$ cat config.mk
export PLATFORM = sky130hd
export DESIGN_NAME = imem_uart_loader
export DESIGN_NICKNAME = d
export VERILOG_FILES = /design/src/rtl/imem_uart_loader.sv
export SDC_FILE = /design/constraint.sdc
export NUM_CORES = 1
export LEC_CHECK = 0
export CELL_PAD_IN_SITES_DETAIL_PLACEMENT = 2
export CELL_PAD_IN_SITES_GLOBAL_PLACEMENT = 2
export CORE_UTILIZATION = 39
export DETAILED_ROUTE_END_ITERATION = 16
export GPL_TIMING_DRIVEN = 0
export HOLD_SLACK_MARGIN = 0.08
export PLACE_DENSITY_LB_ADDON = 0.15
export SYNTH_ARGS = -nofsm -noshare
export SYNTH_HDL_FRONTEND = slang
export SYNTH_SLANG_ARGS = --single-unit
$ cat constraint.sdc
create_clock -name clock -period 4.2 [get_ports clock]
set_input_delay 0.84 -clock clock [delete_from_list [all_inputs] [get_ports clock]]
set_output_delay 0.84 -clock clock [all_outputs]
set_load 0.03 [all_outputs]
$ cat src/rtl/imem_uart_loader.sv
// -----------------------------------------------------------------------------
// imem_uart_loader
//
// Serial program loader for the instruction memory. An 8N1 UART byte stream
// framed as  HEADER, N, then 4*N data bytes  is assembled into little-endian
// 32-bit words and written word by word through the memory write port. While
// a load is in progress the core is held in clear; it is released once the
// last word of a well-formed frame has been written.
//
// Ports
//   clock      system clock, all state changes on the rising edge
//   clear      asynchronous active-low reset
//   rx         UART receive line (idle high, LSB first), asynchronous
//   mem_addr   byte address of the word being written (multiple of 4)
//   mem_din    assembled word, first received byte in [7:0]
//   mem_wren   single-cycle write strobe
//   core_hold  1 = keep the core in clear
//   done       1 = last load completed successfully
//   error      1 = framing or length error, sticky until clear or new HEADER
// -----------------------------------------------------------------------------
module imem_uart_loader #(
    parameter int         CLK_DIV    = 434,
    parameter int         ADDR_WIDTH = 8,
    parameter logic [7:0] HEADER     = 8'h55,
    parameter int         BOOT_HOLD  = 1
) (
    input  logic                  clock,
    input  logic                  clear,
    input  logic                  rx,
    output logic [ADDR_WIDTH-1:0] mem_addr,
    output logic [31:0]           mem_din,
    output logic                  mem_wren,
    output logic                  core_hold,
    output logic                  done,
    output logic                  error
);

    localparam logic [15:0] FULL  = 16'(CLK_DIV - 1);
    localparam logic [15:0] HALF  = 16'(CLK_DIV / 2 - 1);
    localparam int          MAX_N = 2 ** (ADDR_WIDTH - 2);
    // words_left must hold MAX_N itself, hence one bit more than word_idx
    localparam int          WL_W  = ADDR_WIDTH - 1;

    // ------------------------------------------------------------------
    // RX synchroniser; rx_prev gives the previous synchronised sample for
    // falling-edge (start bit) detection.
    // ------------------------------------------------------------------
    logic rx_s1, rx_s2, rx_prev;

    always_ff @(posedge clock or negedge clear) begin
        if (!clear) begin
            rx_s1   <= 1'b1;
            rx_s2   <= 1'b1;
            rx_prev <= 1'b1;
        end else begin
            rx_s1   <= rx;
            rx_s2   <= rx_s1;
            rx_prev <= rx_s2;
        end
    end

    // ------------------------------------------------------------------
    // UART receiver
    // ------------------------------------------------------------------
    typedef enum logic [1:0] {RX_IDLE, RX_START, RX_DATA, RX_STOP} rx_state_t;

    rx_state_t   rx_state, rx_state_n;
    logic [15:0] baud_cnt, baud_n;
    logic [2:0]  bit_cnt, bit_n;
    logic [7:0]  shreg, shreg_n;
    logic        byte_valid, frame_err;
    logic [7:0]  rx_byte;

    assign rx_byte = shreg;

    always_ff @(posedge clock or negedge clear) begin
        if (!clear) begin
            rx_state <= RX_IDLE;
            baud_cnt <= '0;
            bit_cnt  <= '0;
            shreg    <= '0;
        end else begin
            rx_state <= rx_state_n;
            baud_cnt <= baud_n;
            bit_cnt  <= bit_n;
            shreg    <= shreg_n;
        end
    end

    always_comb begin
        rx_state_n = rx_state;
        baud_n     = baud_cnt + 16'd1;
        bit_n      = bit_cnt;
        shreg_n    = shreg;
        byte_valid = 1'b0;
        frame_err  = 1'b0;
        case (rx_state)
            RX_IDLE: begin
                baud_n = '0;
                if (rx_prev && !rx_s2) rx_state_n = RX_START;
            end
            RX_START: begin
                // Mid-start re-check: a line already back high was a glitch
                if (baud_cnt == HALF) begin
                    baud_n     = '0;
                    bit_n      = '0;
                    rx_state_n = rx_s2 ? RX_IDLE : RX_DATA;
                end
            end
            RX_DATA: begin
                if (baud_cnt == FULL) begin
                    baud_n  = '0;
                    shreg_n = {rx_s2, shreg[7:1]};
                    bit_n   = bit_cnt + 3'd1;
                    if (bit_cnt == 3'd7) rx_state_n = RX_STOP;
                end
            end
            RX_STOP: begin
                if (baud_cnt == FULL) begin
                    baud_n     = '0;
                    byte_valid = rx_s2;
                    frame_err  = !rx_s2;
                    rx_state_n = RX_IDLE;
                end
            end
            default: rx_state_n = RX_IDLE;
        endcase
    end

    // ------------------------------------------------------------------
    // Frame FSM
    // ------------------------------------------------------------------
    typedef enum logic [2:0] {S_IDLE, S_LEN, S_DATA, S_WRITE, S_DONE, S_ERR} state_t;

    state_t                state, state_n;
    logic [WL_W-1:0]       words_left;
    logic [ADDR_WIDTH-3:0] word_idx;
    logic [1:0]            byte_cnt;
    logic                  len_ok;

    assign len_ok = (rx_byte != 8'd0) && ({24'd0, rx_byte} <= 32'(MAX_N));

    always_ff @(posedge clock or negedge clear) begin
        if (!clear) begin
            state      <= S_IDLE;
            words_left <= '0;
            word_idx   <= '0;
            byte_cnt   <= '0;
            mem_addr   <= '0;
            mem_din    <= '0;
        end else begin
            state <= state_n;
            if (state == S_LEN && byte_valid) begin
                words_left <= WL_W'(rx_byte);
                word_idx   <= '0;
                byte_cnt   <= '0;
            end
            if (state == S_DATA && byte_valid) begin
                mem_din[{byte_cnt, 3'b000} +: 8] <= rx_byte;
                byte_cnt <= byte_cnt + 2'd1;
                // Address is latched with the last byte so it stays put
                // through and after the strobe while word_idx advances.
                if (byte_cnt == 2'd3) mem_addr <= {word_idx, 2'b00};
            end
            if (state == S_WRITE) begin
                word_idx   <= word_idx + 1'b1;
                words_left <= words_left - 1'b1;
            end
        end
    end

    always_comb begin
        state_n = state;
        case (state)
            S_IDLE, S_DONE, S_ERR: begin
                if (byte_valid && rx_byte == HEADER) state_n = S_LEN;
            end
            S_LEN: begin
                if (byte_valid)     state_n = len_ok ? S_DATA : S_ERR;
                else if (frame_err) state_n = S_ERR;
            end
            S_DATA: begin
                if (frame_err)                            state_n = S_ERR;
                else if (byte_valid && byte_cnt == 2'd3)  state_n = S_WRITE;
            end
            S_WRITE: begin
                state_n = (words_left == WL_W'(1)) ? S_DONE : S_DATA;
            end
            default: state_n = S_IDLE;
        endcase
    end

    // IDLE is only reachable through reset, so it carries the boot policy
    assign mem_wren  = (state == S_WRITE);
    assign done      = (state == S_DONE);
    assign error     = (state == S_ERR);
    assign core_hold = (state == S_IDLE) ? (BOOT_HOLD != 0) : (state != S_DONE);

endmodule

Yosys cells after proc, flatten, opt, wreduce, memory -nomap -nowiden
Cells that the tools add are included.
{"block": "totals", "regBits": 88, "out_inout_bits": 44, "word_cells": 98}
{"block": "op_classes", "add_sub_neg": 6, "n_lt_le_gt_ge": 1, "n_eq_ne": 23, "shifts": 2, "n_mux": 33, "reduce_logical": 20}
{"op": "$pmux 16 s3", "count": 1}
{"op": "$bwmux 32", "count": 1}
{"op": "$mux 16", "count": 2}
{"op": "$shift 8x7->32 const A", "count": 1}
{"op": "$shiftx 8x7->32", "count": 1}
{"op": "$mux 3", "count": 9}
{"op": "$add 16x1->16 const B", "count": 1}
{"op": "$eq 16x8->1 const B", "count": 1}
{"op": "$eq 16x9->1 const B", "count": 1}
{"op": "$mux 2", "count": 8}
{"op": "$mux 7", "count": 2}
{"op": "$mux 6", "count": 2}
{"op": "$ne 2x2->1 const B", "count": 6}
{"op": "$pmux 3 s4", "count": 1}
{"op": "$eq 3x3->1 const B", "count": 3}
{"op": "$eq 8x7->1 const B", "count": 1}
{"op": "$le 8x7->1 const B", "count": 1}
{"op": "$pmux 2 s4", "count": 1}
{"op": "$reduce_bool 8->1", "count": 1}
{"op": "$eq 7x1->1 const B", "count": 1}
{"op": "$neg 5->7", "count": 1}
{"op": "$sub 7x1->7 const B", "count": 1}
{"op": "$add 6x1->6 const B", "count": 1}
{"op": "$eq 2x2->1 const B", "count": 3}
{"op": "19 further kinds", "count": 34}

Longest topological paths before layout
{"block": "depth", "word_depth": 7, "mapped_depth": 8}

Worst setup path after synthesis
OpenSTA, ideal clock, no wires.
{"block": "synth_timing", "kind": "register -> register", "from": "reg baud_cnt[13]", "to": "reg baud_cnt[11]", "setup_time_ns": 0.121, "arrival_ns": 2.088, "required_ns": 4.079, "setup_slack_ns": 1.991, "stages_incl_launch_ff": 7, "period_less_slack_ns": 2.209, "path_cell_list": "dfrtp_1 > or4_4 > or4_1 > nand2b_1 > o21a_1 > buf_2 > nor2_1"}
{"block": "synth_between", "elab_chain_len": 3}
{"element": "start: declaration", "line": "68", "rtl": "logic [15:0] baud_cnt, baud_n;"}
{"element": "start signal: assignment", "line": "84", "rtl": "baud_cnt <= baud_n;"}
{"element": "$eq 16x9->1 or $eq 16x8->1 (tied branches)", "line": "111, 119, 104"}
{"element": "$mux 16 (on tied branches)", "line": "111, 119, 104"}
{"element": "$pmux 16 s3 *", "line": "97", "rtl": "case (rx_state)"}
{"element": "net baud_n[11]", "line": "68"}
The timed path passes the listed nets; every way through them passes the cells marked *.
A chain may end at the register's enable or synchronous reset.

Worst setup path after layout
{"block": "layout_timing", "from": "reg state[2]", "to": "out mem_wren"}
{"block": "layout_between", "elab_chain_len": 1}
{"element": "start: declaration", "line": "135", "rtl": "state_t state, state_n;"}
{"element": "start signal: assignment", "line": "152", "rtl": "state <= state_n;"}
{"element": "$eq 3x2->1", "line": "194", "rtl": "assign mem_wren = (state == S_WRITE);"}
{"element": "end: declaration", "line": "32", "rtl": "output logic mem_wren,"}
No other way between the ends.

==> results by group <==
Critical path
  • Crit. End Element: output port
  • CP max-delay cell: clkdlybuf4s50_1
  • CP max stage delay: 760 ps
  • WP data required: 3360 ps
  • Critical path's most frequent cell: clkbuf_1
  • Cells along the critical path: clkbuf_1 > nor2b_1 > nand2_1 > inv_1 > clkbuf_1 > clkdlybuf4s50_1
  • Critical Path Source Type: flop
  • Crit Path Category: flop to output port
  • CP arrival: 2640 ps
  • CP Max Fanout: 10

Logic synthesis
  • Top_reg_cell synth: dfrtp_1
  • Synth Warn #: 0
  • Avg Cell Area, Syn: 9.87 sq um
  • Async SR Flop Fraction: 100%
  • Top post-synthesis cells by area: dfrtp_1 (49%), nand2_1 (5.5%), mux2i_1 (4.8%)
  • Post-synth EDFFs: 0
  • FF+latch count, synth: 88
  • Post-synthesis cell type count: 52
  • Seq/Total Area, Yosys: 50.5%
  • Synth Instances: 442
  • Mapped Area: 0.00436 sq mm
  • Cell taking the most area after synthesis: dfrtp_1
  • Synth top area share: 48.7%

Floorplanning
  • Chip Height: 108 microns
  • Die W: 108 microns
  • Die area: 0.0116 sq mm
  • Starting density of the core: 40.1%
  • Io pins: 47
  • CORE AREA: 0.0109 sq mm
  • Cell row count: 38

Drt
  • Post-route ant nets: 0
  • DRT Pass-1 Iters: 4
  • Initial DRC count: 90
  • Routed via count: 3,471
  • Post-route DRC: 0
  • Vias per cell: 5.39
  • Routed len/inst: 18.7 microns
  • Drt total wl: 12.0 mm

Pwr
  • Comb power frac: 9.5%
  • Peak supply drop: 0.195 mV
  • Leak Pwr: 0.00236 uW
  • Sequential fraction of design power: 54.8%
  • Net Sw Frac: 27.0%
  • Total design power: 1680 uW
  • Power Dens Cells: 323 mW/mm^2
  • Switch Pwr: 454 uW
  • Clock network power share: 35.7%
  • Pint: 1230 uW

Clocking
  • Num CTS Buffers: 9
  • Deepest clock path buffer count: 2
  • Clk_lat worst skew: 380 ps
  • Clk pin slew, worst setup/hold paths: 80 ps
  • Cts hold-fix bufs: 0
  • CTS Root Cell: clkbuf_8
  • # Post-CTS Setup Buffers: 0
  • H-tree Lvls: 3
  • Post-CTS resize count: 0
  • Clk sinks: 88
  • CTS tree: yes

STA
  • Final Skew: 11.1 ps
  • Worst-Margin Slew: 1030 ps
  • Min cycle time layout: 3480 ps
  • Period utilisation layout: 82.9%
  • Final worst slack: 719 ps
  • RSZ-0062 raised after global routing: no
  • Max Clock Freq: 0.287 GHz
  • Rel. slew slack: 30.9%
  • Final setup vio count: 0
  • Slew Viols, Final: 0
  • Worst hold slack: 361 ps
  • Final Hold Vio Count: 0

GRT
  • Overall Global Routing Usage: 22.8%
  • Initial antenna violation count: 0
  • Number of global-route vias before repair: 3,894
  • First-pass GRT wire length: 20.1 mm
  • Congestion Overflow GR: 0
  • Largest net degree at the start of global routing: 67

Placement
  • DP Cell Count: 628
  • GP Congestion: 0.773
  • DP Wirelength: 8.41 mm
  • Dpl ws: 1110 ps
  • PortBufs: 44

Cells and area
  • Layout cells sized above 1: 8.73%
  • Area Overhead vs Synth: 19.1%
  • Commonest cells after routing, fill and taps aside: dfrtp_1 (85), nand2_1 (64), clkdlybuf4s50_1 (43)
  • Most common cell after layout, fill and taps aside: dfrtp_1
  • Filler cells: 1,175
  • Non-filler instance count after layout: 644
  • ANT cells: 0
  • Layout Nets: 515

Flow run
  • Max-cap violation count: 0

Status
  • Status: finished, final reports clean

Hold path
  • Class of the worst hold path: primary input to async pin
-- power groups by stage --
| stage | clock (uW) | combinational, uW | sequential [uW] |
|---|---|---|---|
| 2_1_floorplan | 0 | 114 | 924 |
| 3_3_place_gp | 0 | 150 | 934 |
| 3_5_place_dp | 0 | 162 | 937 |
| 4_1_cts | 618 | 162 | 921 |
| 5_1_grt | 650 | 184 | 927 |
| 6_report | 600 | 160 | 920 |
-- metrics by stage --
step	area (sq um)	TNS, ps	util, %
global placement	4980	-96700	45.8
CTS	5200	0	47.7
floorplan	4370	0	-
finish	5200	0	47.7
global route	5200	0	47.7
detailed placement	5010	0	46.0
-- synth_stat cells (all sizes together), types with 2 or more instances --
cell / number
dfrtp: 85
nand2: 64
inv: 35
nor2: 28
o21ai: 28
mux2i: 21
nand3: 15
clkbuf: 14
ha: 13
mux2: 12
xnor2: 12
nor3: 10
a21oi: 9
and3: 8
nand4: 8
or3: 7
nand2b: 6
and2: 5
nor3b: 5
buf: 4
nor2b: 4
nor4: 4
o211ai: 4
o22ai: 4
o31ai: 4
or4: 4
xor2: 4
dfstp: 3
a31oi: 2
nand3b: 2
nand4b: 2
or3b: 2
or4b: 2
-- cells by family after synthesis --
| logic type | count (synthesis) | share of synthesized area, % |
|---|---|---|
| flip-flops | 88 | 50.5 |
| XOR/XNOR | 16 | 3.21 |
| multiplexers | 33 | 7.91 |
| other | 1 | 0.0859 |
| adder cells (fa/ha/maj) | 13 | 3.73 |
| AO/OA/AOI/OAI | 62 | 8.63 |
| AND/OR/NAND/NOR | 176 | 21.1 |
| buffers and inverters | 53 | 4.76 |
-- routing by layer --
metal  GRT usage, %  vias up  part of all wire, %
met3           3.51       20                  2.4
met1           29.0     1768                   46
met5              0        -                    0
li1               -     1625                    -
met2           38.4       58                   49
met4           9.78        0                  2.2
-- registers in the layout, indices dropped and copies added, names as in the netlist, named ones only --
signal / cells
baud_cnt: 16
state: 3
byte_cnt: 2
mem_addr: 6
bit_cnt: 3
rx_prev: 1
rx_byte: 8
rx_s2: 1
mem_din: 32
words_left: 7
word_idx: 6
rx_state: 1
rx_s1: 1
-- worst max-delay path, delay by kind of cell, from the launching register on --
kind | cells | cell delay [ps]
flops | 1 | 370
simple gates | 2 | 410
buf+inv | 4 | 1490
-- worst paths after layout --
| check | start | endpoint | slack, ps | cells past startpoint |
|---|---|---|---|---|
| hold reg to reg | rx_s1$_DFF_PN1_ | rx_s2$_DFF_PN1_ | 360 | 0 |
| min in group clock | rx_s1$_DFF_PN1_ | rx_s2$_DFF_PN1_ | 360 | 0 |
| setup reg to reg | baud_cnt[13]$_DFF_PN0_ | mem_addr[6]$_DFFE_PN0P_ | 1320 | 5 |
| hold / removal | clear | bit_cnt[0]$_DFFE_PN0P_ | 360 | 1 |
| setup / recovery | state[2]$_DFFE_PN0P_ | mem_wren | 720 | 6 |
| max in group asynchronous | clear | rx_prev$_DFF_PN1_ | 3180 | 2 |
-- final cells by class --
| cell class | instances | area (sq um) | share of cell area [%] |
|---|---|---|---|
| plain buffers | 18 | 76.3 | 1.47 |
| well taps | 140 | 175 | 3.37 |
| inverters | 35 | 131 | 2.53 |
| clock buffers | 11 | 131 | 2.53 |
| repair buffers | 45 | 465 | 8.96 |
| clock inverters | 5 | 57.6 | 1.11 |
| flip-flops and latches | 88 | 2210 | 42.4 |
| multi-input cells | 302 | 1950 | 37.6 |
Power figures use the tool's default switching activity.
==> RTL change (config.mk and constraints unchanged) <==
`shreg` no longer has a reset.
--- a/src/rtl/imem_uart_loader.sv
+++ b/src/rtl/imem_uart_loader.sv
@@ -80,3 +80,2 @@
             bit_cnt  <= '0;
-            shreg    <= '0;
         end else begin
@@ -85,4 +84,7 @@
             bit_cnt  <= bit_n;
-            shreg    <= shreg_n;
         end
+    end
+
+    always_ff @(posedge clock) begin
+        shreg <= shreg_n;
     end
Behaviour: no difference found for any inputs over 10 cycles, from zero or initial values; that may be too few to reach the edited logic, so the function may still have changed.
==> RTL change against the original RTL <==
Wire length fell by 4.8%; hold slack about the same; power up 5.5%; clock power increased by 20%; final area is 2.4% lower; area after synthesis fell by 4.1%; sequential cell count unchanged; combinational power down 19%; fmax up 2.4%; clock skew shrank 0.0047 ns; worst setup slack better by 0.081 ns; global-route usage decreased by 0.077 points; critical path type unchanged.
==> RTL change: results (changes against the original RTL) <==
status completed (unchanged); VDD IR max 208.6 uV (was 195.4 uV); Post-synth EDFFs 8 (was 0); HP Class reg2reg (was in2async); share of cells above drive strength 1 0.08282 (was 0.08730); worst endpoint data arrival time 2.56 ns (was 2.64 ns); pin count of the biggest net entering global routing 45 (was 67); total leakage power 2.217 nW (was 2.362 nW); clk root buf clkbuf_8 (unchanged); worst-path maximum fanout 10 (unchanged); Slew HR 0.3855 (was 0.3087); Largest Register mem_din (unchanged); WL/cell 18.51 um (was 18.70 um); total of warnings raised by yosys 0 (unchanged); via count 3359 (was 3471); register area share after synthesis 0.5366 (was 0.5054); clk_skew 0.006352 ns (was 0.01106 ns); vias in the first global route 3721 (was 3894); share of flip-flops with an asynchronous set or reset 0.9091 (was 1.000); antenna violations before repair 0 (unchanged); DRT iter0 DRCs 89 (was 90); CP startpoint state[2]$_DFFE_PN0P_ (unchanged); layout net count 494 (was 515); DP HPWL 8.050 mm (was 8.412 mm); worst-case clock buffer depth 2 (unchanged); Final Wtd Congestion 0.8361 (was 0.7732); router iterations before antenna repair 4 (unchanged); ant diodes 0 (unchanged); gr usage total 0.2276 (was 0.2284); dpl ws 1.195 ns (was 1.112 ns); Synth area leaders dfrtp_1 (46%), nand2_1 (7.2%), edfxtp_1 (5.7%) (was dfrtp_1 (49%), nand2_1 (5.5%), mux2i_1 (4.8%)); Reg clk slew, reported paths 0.09 ns; r2r startpoint baud_cnt[2]$_DFF_PN0_ (was baud_cnt[13]$_DFF_PN0_); first-pass GRT wire length 19.52 mm (was 20.07 mm); Synth top cells by count nand2_1 (80), dfrtp_1 (77), o21ai_0 (42) (was dfrtp_1 (85), nand2_1 (64), inv_1 (35)); worst hold start rx_s1$_DFF_PN1_; H-tree depth 3 (unchanged); post-CTS setup buffers 0 (unchanged); DP Area 0.004825 mm^2 (was 0.005009 mm^2); max reg flops 32 (unchanged)
[RTL change: cell types whose count changed after synthesis, sizes merged, moves of 5 or more]
cell and delta:
clkbuf -6, inv -15, xnor2 -7, nand2 +16, dfrtp -8, mux2 -6, xor2 +8, o21ai +14
edfxtp +8, mux2i -11, and2 -5
[RTL change: routing by layer]
layer / up-vias / GRT usage / share of wire
li1: 1570 / - / -
met1: 1726 / 0.2895 / 0.45
met2: 49 / 0.3910 / 0.51
met3: 14 / 0.02597 / 0.020
met4: 0 / 0.1002 / 0.021
met5: - / 0 / 0
[RTL change: path summary, 6_finish.rpt]
check                                          end  slack, ns  cells after the start
max                                       mem_wren       0.80                      4
min                                rx_s2$_DFF_PN1_       0.36                      0
max reg2reg                mem_addr[3]$_DFFE_PN0P_       1.28                      6
min reg2reg                        rx_s2$_DFF_PN1_       0.36                      0
max in group asynchronous  word_idx[5]$_DFFE_PN0P_       3.16                      2
min in group asynchronous  mem_din[23]$_DFFE_PN0P_       0.44                      1
[RTL change: logic make-up (layout without fill, tap and decap cells)]
family,Yosys count,in the layout,share of synthesized area
AND/OR/NAND/NOR,180,180,0.2093
buffers and inverters,34,95,0.03348
flip-flops,88,88,0.5366
AO/OA/AOI/OAI,72,72,0.1052
adder cells (fa/ha/maj),13,13,0.03886
multiplexers,16,16,0.04006
XOR/XNOR,17,17,0.03557
other,1,2,0.0008960
[RTL change: power by group]
| group | leakage (nW) | internal, W | switching, W | total (W) |
|---|---|---|---|---|
| logic | 0.932 | 0.0000480 | 0.0000816 | 0.000130 |
| clock network | 0.116 | 0.000396 | 0.000322 | 0.000718 |
| registers | 1.17 | 0.000883 | 0.0000413 | 0.000924 |
| total | 2.22 | 0.00133 | 0.000444 | 0.00177 |
[RTL change: layout make-up]
class / instances / area [um^2]
Tap cell: 136 / 170.2
Multi-Input combinational cell: 300 / 1809
Inverter: 20 / 75.07
Sequential cell: 88 / 2246
Fill cell: 1100 / 5296
Clock inverter: 7 / 118.9
Timing Repair Buffer: 45 / 465.4
Buffer: 14 / 65.06
Clock buffer: 9 / 123.9
[RTL change: critical path: cells and delay by family (launching register included)]
kind                   cells  cell delay [ns]
buffers and inverters      3             1.38
DFF                        1             0.46
and+or+nand+nor            1             0.34
[RTL change: metrics by stage]
stage / instances / TNS, ns / power, W
after floorplan: 422 / 0 / 0.001011
after global placement: 602 / -56.99 / 0.001057
after detailed placement: 603 / 0 / 0.001067
after CTS: 619 / 0 / 0.001794
after global routing: 619 / 0 / 0.001846
final: 619 / 0 / 0.001771
